<file path="src/rtl/dispatch_int_stage.sv">
// dispatch_int_stage: FIFO between decode and the integer execution queue.
// Buffers decoded integer instructions, wakes waiting operands from CDB
// broadcasts while they sit in the buffer, and discards everything on a
// taken-branch broadcast.
// Optional build macro CDB_BYPASS_EN: when defined, the head operands are
// forwarded combinationally from a matching CDB broadcast in the same cycle.
module dispatch_int_stage #(
  parameter int DEPTH = 2
) (
  input  logic        clk,
  input  logic        reset,
  input  logic        dec_valid,
  output logic        dec_ready,
  input  logic [2:0]  dec_opcode,
  input  logic [5:0]  dec_rdtag,
  input  logic [5:0]  dec_rstag,
  input  logic [5:0]  dec_rttag,
  input  logic [31:0] dec_rsdata,
  input  logic [31:0] dec_rtdata,
  input  logic        dec_rsvalid,
  input  logic        dec_rtvalid,
  input  logic [5:0]  cdb_tag,
  input  logic [31:0] cdb_data,
  input  logic        cdb_valid,
  input  logic        cdb_branch,
  input  logic        cdb_branch_taken,
  output logic [2:0]  dispatch_opcode,
  output logic [5:0]  dispatch_rdtag,
  output logic [5:0]  dispatch_rstag,
  output logic [5:0]  dispatch_rttag,
  output logic [31:0] dispatch_rsdata,
  output logic [31:0] dispatch_rtdata,
  output logic        dispatch_rsvalid,
  output logic        dispatch_rtvalid,
  output logic        dispatch_en,
  input  logic        dispatch_ready
);

  localparam int PW = (DEPTH > 1) ? $clog2(DEPTH) : 1;
  localparam int CW = $clog2(DEPTH + 1);
  localparam logic [CW-1:0] FULL_CNT = CW'(DEPTH);

  // Entry storage
  logic [2:0]  r_opcode  [DEPTH];
  logic [5:0]  r_rdtag   [DEPTH];
  logic [5:0]  r_rstag   [DEPTH];
  logic [5:0]  r_rttag   [DEPTH];
  logic [31:0] r_rsdata  [DEPTH];
  logic [31:0] r_rtdata  [DEPTH];
  logic        r_rsvalid [DEPTH];
  logic        r_rtvalid [DEPTH];
  logic        r_valid   [DEPTH];

  logic [PW-1:0] r_rptr;
  logic [PW-1:0] r_wptr;
  logic [CW-1:0] r_count;

  logic        w_flush;
  logic        w_push;
  logic        w_pop;
  logic        w_nonempty;
  logic        w_push_rs_hit;
  logic        w_push_rt_hit;
  logic [31:0] w_push_rsdata;
  logic [31:0] w_push_rtdata;

  assign w_flush    = cdb_valid & cdb_branch & cdb_branch_taken;
  assign w_nonempty = (r_count != '0);
  assign dec_ready  = (r_count != FULL_CNT);
  assign dispatch_en = w_nonempty & ~w_flush;
  assign w_push     = dec_valid & dec_ready;
  assign w_pop      = dispatch_en & dispatch_ready;

  // Incoming instruction is checked against the CDB so a same-cycle wakeup is kept
  assign w_push_rs_hit = cdb_valid & ~dec_rsvalid & (dec_rstag == cdb_tag);
  assign w_push_rt_hit = cdb_valid & ~dec_rtvalid & (dec_rttag == cdb_tag);
  assign w_push_rsdata = w_push_rs_hit ? cdb_data : dec_rsdata;
  assign w_push_rtdata = w_push_rt_hit ? cdb_data : dec_rtdata;

  // FIFO state: flush, stored-entry snoop, push write, pop, pointer/count update
  always_ff @(posedge clk or posedge reset) begin
    if (reset) begin
      for (int i = 0; i < DEPTH; i++) begin
        r_opcode[i]  <= 3'd0;
        r_rdtag[i]   <= 6'd0;
        r_rstag[i]   <= 6'd0;
        r_rttag[i]   <= 6'd0;
        r_rsdata[i]  <= 32'd0;
        r_rtdata[i]  <= 32'd0;
        r_rsvalid[i] <= 1'b0;
        r_rtvalid[i] <= 1'b0;
        r_valid[i]   <= 1'b0;
      end
      r_rptr  <= '0;
      r_wptr  <= '0;
      r_count <= '0;
    end else if (w_flush) begin
      for (int i = 0; i < DEPTH; i++) begin
        r_valid[i] <= 1'b0;
      end
      r_rptr  <= '0;
      r_wptr  <= '0;
      r_count <= '0;
    end else begin
      if (cdb_valid) begin
        for (int i = 0; i < DEPTH; i++) begin
          if (r_valid[i] && !r_rsvalid[i] && (r_rstag[i] == cdb_tag)) begin
            r_rsdata[i]  <= cdb_data;
            r_rsvalid[i] <= 1'b1;
          end
          if (r_valid[i] && !r_rtvalid[i] && (r_rttag[i] == cdb_tag)) begin
            r_rtdata[i]  <= cdb_data;
            r_rtvalid[i] <= 1'b1;
          end
        end
      end
      if (w_pop) begin
        r_valid[r_rptr] <= 1'b0;
        r_rptr          <= r_rptr + PW'(1);
      end
      if (w_push) begin
        r_opcode[r_wptr]  <= dec_opcode;
        r_rdtag[r_wptr]   <= dec_rdtag;
        r_rstag[r_wptr]   <= dec_rstag;
        r_rttag[r_wptr]   <= dec_rttag;
        r_rsdata[r_wptr]  <= w_push_rsdata;
        r_rtdata[r_wptr]  <= w_push_rtdata;
        r_rsvalid[r_wptr] <= dec_rsvalid | w_push_rs_hit;
        r_rtvalid[r_wptr] <= dec_rtvalid | w_push_rt_hit;
        r_valid[r_wptr]   <= 1'b1;
        r_wptr            <= r_wptr + PW'(1);
      end
      case ({w_push, w_pop})
        2'b10:   r_count <= r_count + CW'(1);
        2'b01:   r_count <= r_count - CW'(1);
        default: r_count <= r_count;
      endcase
    end
  end

  // Head entry presentation; all fields read as zero when the buffer is empty
  always_comb begin
    dispatch_opcode  = 3'd0;
    dispatch_rdtag   = 6'd0;
    dispatch_rstag   = 6'd0;
    dispatch_rttag   = 6'd0;
    dispatch_rsdata  = 32'd0;
    dispatch_rtdata  = 32'd0;
    dispatch_rsvalid = 1'b0;
    dispatch_rtvalid = 1'b0;
    if (w_nonempty) begin
      dispatch_opcode  = r_opcode[r_rptr];
      dispatch_rdtag   = r_rdtag[r_rptr];
      dispatch_rstag   = r_rstag[r_rptr];
      dispatch_rttag   = r_rttag[r_rptr];
      dispatch_rsdata  = r_rsdata[r_rptr];
      dispatch_rtdata  = r_rtdata[r_rptr];
      dispatch_rsvalid = r_rsvalid[r_rptr];
      dispatch_rtvalid = r_rtvalid[r_rptr];
`ifdef CDB_BYPASS_EN
      // Forward a matching broadcast straight onto a waiting head operand
      if (cdb_valid && !r_rsvalid[r_rptr] && (r_rstag[r_rptr] == cdb_tag)) begin
        dispatch_rsdata  = cdb_data;
        dispatch_rsvalid = 1'b1;
      end else begin
        dispatch_rsdata  = r_rsdata[r_rptr];
      end
      if (cdb_valid && !r_rtvalid[r_rptr] && (r_rttag[r_rptr] == cdb_tag)) begin
        dispatch_rtdata  = cdb_data;
        dispatch_rtvalid = 1'b1;
      end else begin
        dispatch_rtdata  = r_rtdata[r_rptr];
      end
`endif
    end else begin
      dispatch_en_unused_hold();
    end
  end

  function automatic void dispatch_en_unused_hold();
  endfunction

endmodule
</file>
<file path="config.mk">
export PLATFORM = sky130hd
export DESIGN_NAME = dispatch_int_stage
export DESIGN_NICKNAME = d
export VERILOG_FILES = /design/src/rtl/dispatch_int_stage.sv
export SDC_FILE = /design/constraint.sdc
export NUM_CORES = 1
export LEC_CHECK = 0
export ABC_AREA = 1
export BUFFER_PORTS_ARGS = -buffer_cell sky130_fd_sc_hd__buf_2
export CORE_ASPECT_RATIO = 1.25
export CORE_MARGIN = 2
export CORE_UTILIZATION = 30
export DETAILED_ROUTE_END_ITERATION = 10
export GPL_TIMING_DRIVEN = 0
export SLEW_MARGIN = 10
export SYNTH_ARGS = -nofsm -noshare
export SYNTH_HDL_FRONTEND = slang
export SYNTH_SLANG_ARGS = --single-unit
export TNS_END_PERCENT = 20
</file>
<file path="constraint.sdc">
create_clock -name clk -period 18.4 [get_ports clk]
set_input_delay 2.76 -clock clk [delete_from_list [all_inputs] [get_ports clk]]
set_output_delay 2.76 -clock clk [all_outputs]
set_load 0.02 [all_outputs]
</file>
After elaboration in Yosys (flattened, before gate mapping)
Index checks and enable logic that the tools add are counted.
{"block": "word_totals", "ff_bits": 180, "in_bits": 132, "output_inout_bits": 89, "wordCells": 158}
{"block": "classes", "n_addsub": 4, "n_lt_le_gt_ge": 4, "eq_ne": 9, "mux": 82, "bitwise": 19, "n_reduce_logical": 19}
{"cell": "32-bit two-way mux", "n": 15}
{"cell": "64-bit two-way mux", "n": 6}
{"cell": "64-bit bitwise mux", "n": 2}
{"cell": "6-bit two-way mux", "n": 13}
{"cell": "12-bit bitwise mux", "n": 3}
{"cell": "6-bit == test", "n": 6}
{"cell": "32-bit demux with 1-bit select", "n": 1}
{"cell": "2-bit two-way mux", "n": 11}
{"cell": "1-bit two-way mux", "n": 18}
{"cell": "3-bit two-way mux", "n": 5}
{"cell": "1-bit logical AND", "n": 10}
{"cell": "1-bit AND", "n": 9}
{"cell": "6-bit bitwise mux", "n": 1}
{"cell": "6-bit demux with 1-bit select", "n": 1}
{"cell": "2-bit nonzero test", "n": 3}
{"cell": "2-bit bitwise mux", "n": 2}
{"cell": "2-bit greater-or-equal comparator, second input constant", "n": 2}
{"cell": "1-bit logical NOT", "n": 4}
{"cell": "2-bit by 1-bit less-than comparator with 1-bit output, second input constant", "n": 2}
{"cell": "1-bit inverter with 2-bit output", "n": 2}
{"cell": "2-bit one-hot mux with 2 select lines", "n": 1}
{"cell": "3-bit demux with 1-bit select", "n": 1}
{"cell": "1-bit inverter", "n": 3}
{"cell": "3-bit nonzero test", "n": 1}
{"cell": "12 further kinds", "n": 15}

Longest topological paths before layout
{"block": "depth", "ltp_word": 12, "mapped_depth": 13, "ltp_nobuf": 11}

Worst setup path before layout
No wires, ideal clock.
{"block": "synth_timing", "path_kind": "input-to-output", "start": "input cdb_valid", "end": "output dispatch_en", "arrival_ns": 3.308, "required_ns": 15.640, "path_slack_ns": 12.332, "path_stages": 4, "n_path_buf": 1, "path_cell_list": "buf_2 -> nand3_2 -> nand2_1 -> clkinv_1"}
{"block": "synth_via", "elab_chain_cells": 4}
{"item": "start: declaration", "line_no": "24", "text": "input logic cdb_valid,"}
{"item": "1-bit AND (2 in a row)", "line_no": "67", "text": "assign w_flush = cdb_valid & cdb_branch & cdb_branch_taken;"}
{"item": "1-bit inverter (no line)"}
{"item": "1-bit AND", "line_no": "70", "text": "assign dispatch_en = w_nonempty & ~w_flush;"}
{"item": "end: declaration", "line_no": "35", "text": "output logic dispatch_en,"}
Every way passes these cells.

Worst setup path in the final report
Ends and elaborated chain as after synthesis.

==> metrics <==
clk buf depth 2; switch share 50.5%; grt total ovfl 0; GP Congestion 0.924; Pre-antenna DRT Iters 6; Placed Instances about 2500; ys flop type dfrtp_1; net count after synthesis 1900; dpl hpwl approximately 38 mm; Worst slew margin 41.0%; final cycle utilization of the critical path 35.2%; hold buffer count at cts 0; Total Die Area roughly 40000 µm²; residual DRC count 0; Post-Layout Cell Count approximately 2500; synthesized area around 12000 µm²; Hold Path Class register to register; synthesized flop and latch total 180; Startpoint Class input port; Vias/cell approximately 5.3; num ports around 220; CP Class input port to output port; TritonCTS clock tree built; unrepaired setup endpoints after global routing no; Crit path required time approximately 16 ns; Initial Utilization a little under a third; smallest hold slack between 0.4 and 0.5 ns; Setup Buffers After CTS 0; Cell Pwr Density about 160 nW/µm²; Worst VDD drop roughly 0.00008 V; global-route wire length before repair approximately 76 mm; TritonCTS Sinks 180; top-count cell post-synth nand2_1; cell-internal power approximately 1.1 mW; via count 13400; dpl cell area between 10000 and 15000 µm²; largest net degree at the start of global routing 94; ys async rst share 100%; width of the die 180 µm; Gate power share between 50% and 60%; Root Buffer clkbuf_16; Final Setup Violations 0; Core Footprint 38200 µm²; Cell Rows 80; outcome completed; dominant cell type by area after synthesis dfrtp_1; measured slew at the worst slew-check pin approximately 0.9 ns; net switching power figure ~1.2 mW; initial antenna violation count 2; clock skew about 0.016 ns; EDFF count, synth 0; Synth area leaders dfrtp_1, nand2_1, nand3_1; final hold violation count 0; most frequent cells after synthesis nand2_1, nand3_1, dfrtp_1; number of global-route vias before repair about 13000; minimum clock period between 6 and 7 ns; share of layout cells above drive strength 1 between 10% and 20%; Clock Latency Late Sink between 0.4 and 0.5 ns; Iter 0 DRT Violations roughly 1300; Syn Inst Count ~1800; Max Clk Rate 0.155 GHz; warnings from Yosys 0; Unique masters post-synth 31; GRT Total Usage 24.7%; PortBufs 214; Post-Layout Inst Area around 14000 µm²; Fin Setup TNS 0 ns; Routed Antenna Nets 0; Crit Path Max Fanout 9; total wire length 51.3 mm; post-CTS sizing 0; Clock Power Share between 10% and 20%; CTS clk-pin slew, worst paths ~0.070 ns; Max-Cap Viols 0; Reg power frac roughly 30%; Worst EP arrival around 3.7 ns; Critical Path End Type output port; register area share after synthesis 38.7%; top cell type's share of synthesized area 38.7%; Lkg Pwr around 7.4 nW; drt wl/cell 20.4 µm; syn_area_per_cell 6.58 µm²; # nets final 2134; max-slew violations 0; chip height between 200 and 250 µm; CTS Buf Count 17; Area Growth Syn to Fin 19.7%; H-Tree Depth 4
-- sequential cells by signal (all words and copies together), names as in the netlist --
name / cells
r_count: 2
r_rsvalid: 2
r_wptr: 1
r_rdtag: 12
r_rttag: 12
r_rptr: 1
r_rstag: 12
r_valid: 2
r_opcode: 6
r_rtdata: 64
r_rsdata: 64
r_rtvalid: 2
-- through the flow --
step           worst slack [ns]  utilization (%)  power [mW]
2_1_floorplan             10.75                -        1.45
3_3_place_gp               7.99             34.8        1.88
3_5_place_dp              12.00             34.9        1.90
4_1_cts                   11.99             36.4        2.28
5_1_grt                   11.93             36.4        2.43
6_report                  11.93             36.4        2.29
-- power groups by stage --
stage / Clock [mW] / Sequential, mW / Combinational, mW
2_1_floorplan: 0 / 0.672 / 0.774
3_3_place_gp: 0 / 0.692 / 1.19
3_5_place_dp: 0 / 0.699 / 1.20
4_1_cts: 0.381 / 0.692 / 1.21
5_1_grt: 0.393 / 0.719 / 1.32
6_report: 0.379 / 0.697 / 1.22
-- area by class of cell --
type                            count  area (µm²)
Fill cell                        4165       24300
Multi-Input combinational cell   1308        5970
Sequential cell                   180        4500
Timing Repair Buffer              215        1100
Inverter                          169         642
Tap cell                          492         616
Buffer                            111         519
Clock buffer                       17         425
Clock inverter                     15         146
Antenna cell                        1        2.50
-- worst paths after layout --
kind | from | endpoint | slack, ns | cells past startpoint
hold reg to reg | r_rtdata[18]$_DFFE_PP0N_ | r_rtdata[18]$_DFFE_PP0N_ | 0.48 | 2
max in group asynchronous | reset | r_rsdata[53]$_DFFE_PP0N_ | 15.04 | 3
setup reg to reg | r_count[0]$_DFFE_PP0P_ | r_rtdata[36]$_DFFE_PP0N_ | 16.17 | 10
hold / removal | r_rtdata[18]$_DFFE_PP0N_ | r_rtdata[18]$_DFFE_PP0N_ | 0.48 | 2
min in group asynchronous | reset | r_rtdata[23]$_DFFE_PP0N_ | 2.40 | 2
setup / recovery | cdb_valid | dispatch_en | 11.93 | 5
-- per-layer routing --
layer  up-vias  GRT usage, %  share of wire [%]
li1       6134             -                  -
met1      6280          31.5                 39
met2       806          40.4                 47
met3       150          3.56                8.7
met4         0          13.6                5.5
met5         -             0                  0
-- cell families (layout without fill, tap and decap cells) --
| kind of cell | Yosys count | after routing | synth area share, % |
|---|---|---|---|
| compound gates | 231 | 231 | 10.8 |
| xor+xnor | 14 | 14 | 1.05 |
| buf+inv | 280 | 527 | 9.92 |
| flops | 180 | 180 | 38.7 |
| other cells | 0 | 1 | 0 |
| simple gates | 1063 | 1063 | 39.5 |
-- placed cells by master, fill, tap and decap left out, types with 23 or more instances in the layout --
cell	n
a21oi_1	96
buf_2	269
clkbuf_1	46
dfrtp_1	180
inv_1	149
nand2_1	660
nand3_1	252
nand4_1	44
nor2_1	70
o21ai_0	79
o21ai_1	23
-- worst max-delay path, stage by stage --
cell      delay (ns)
buf_2           0.19
nand3_2         0.32
nand2_1         0.16
clkinv_1        0.11
buf_2           0.17
No activity file was read; power rests on OpenSTA's default activity.
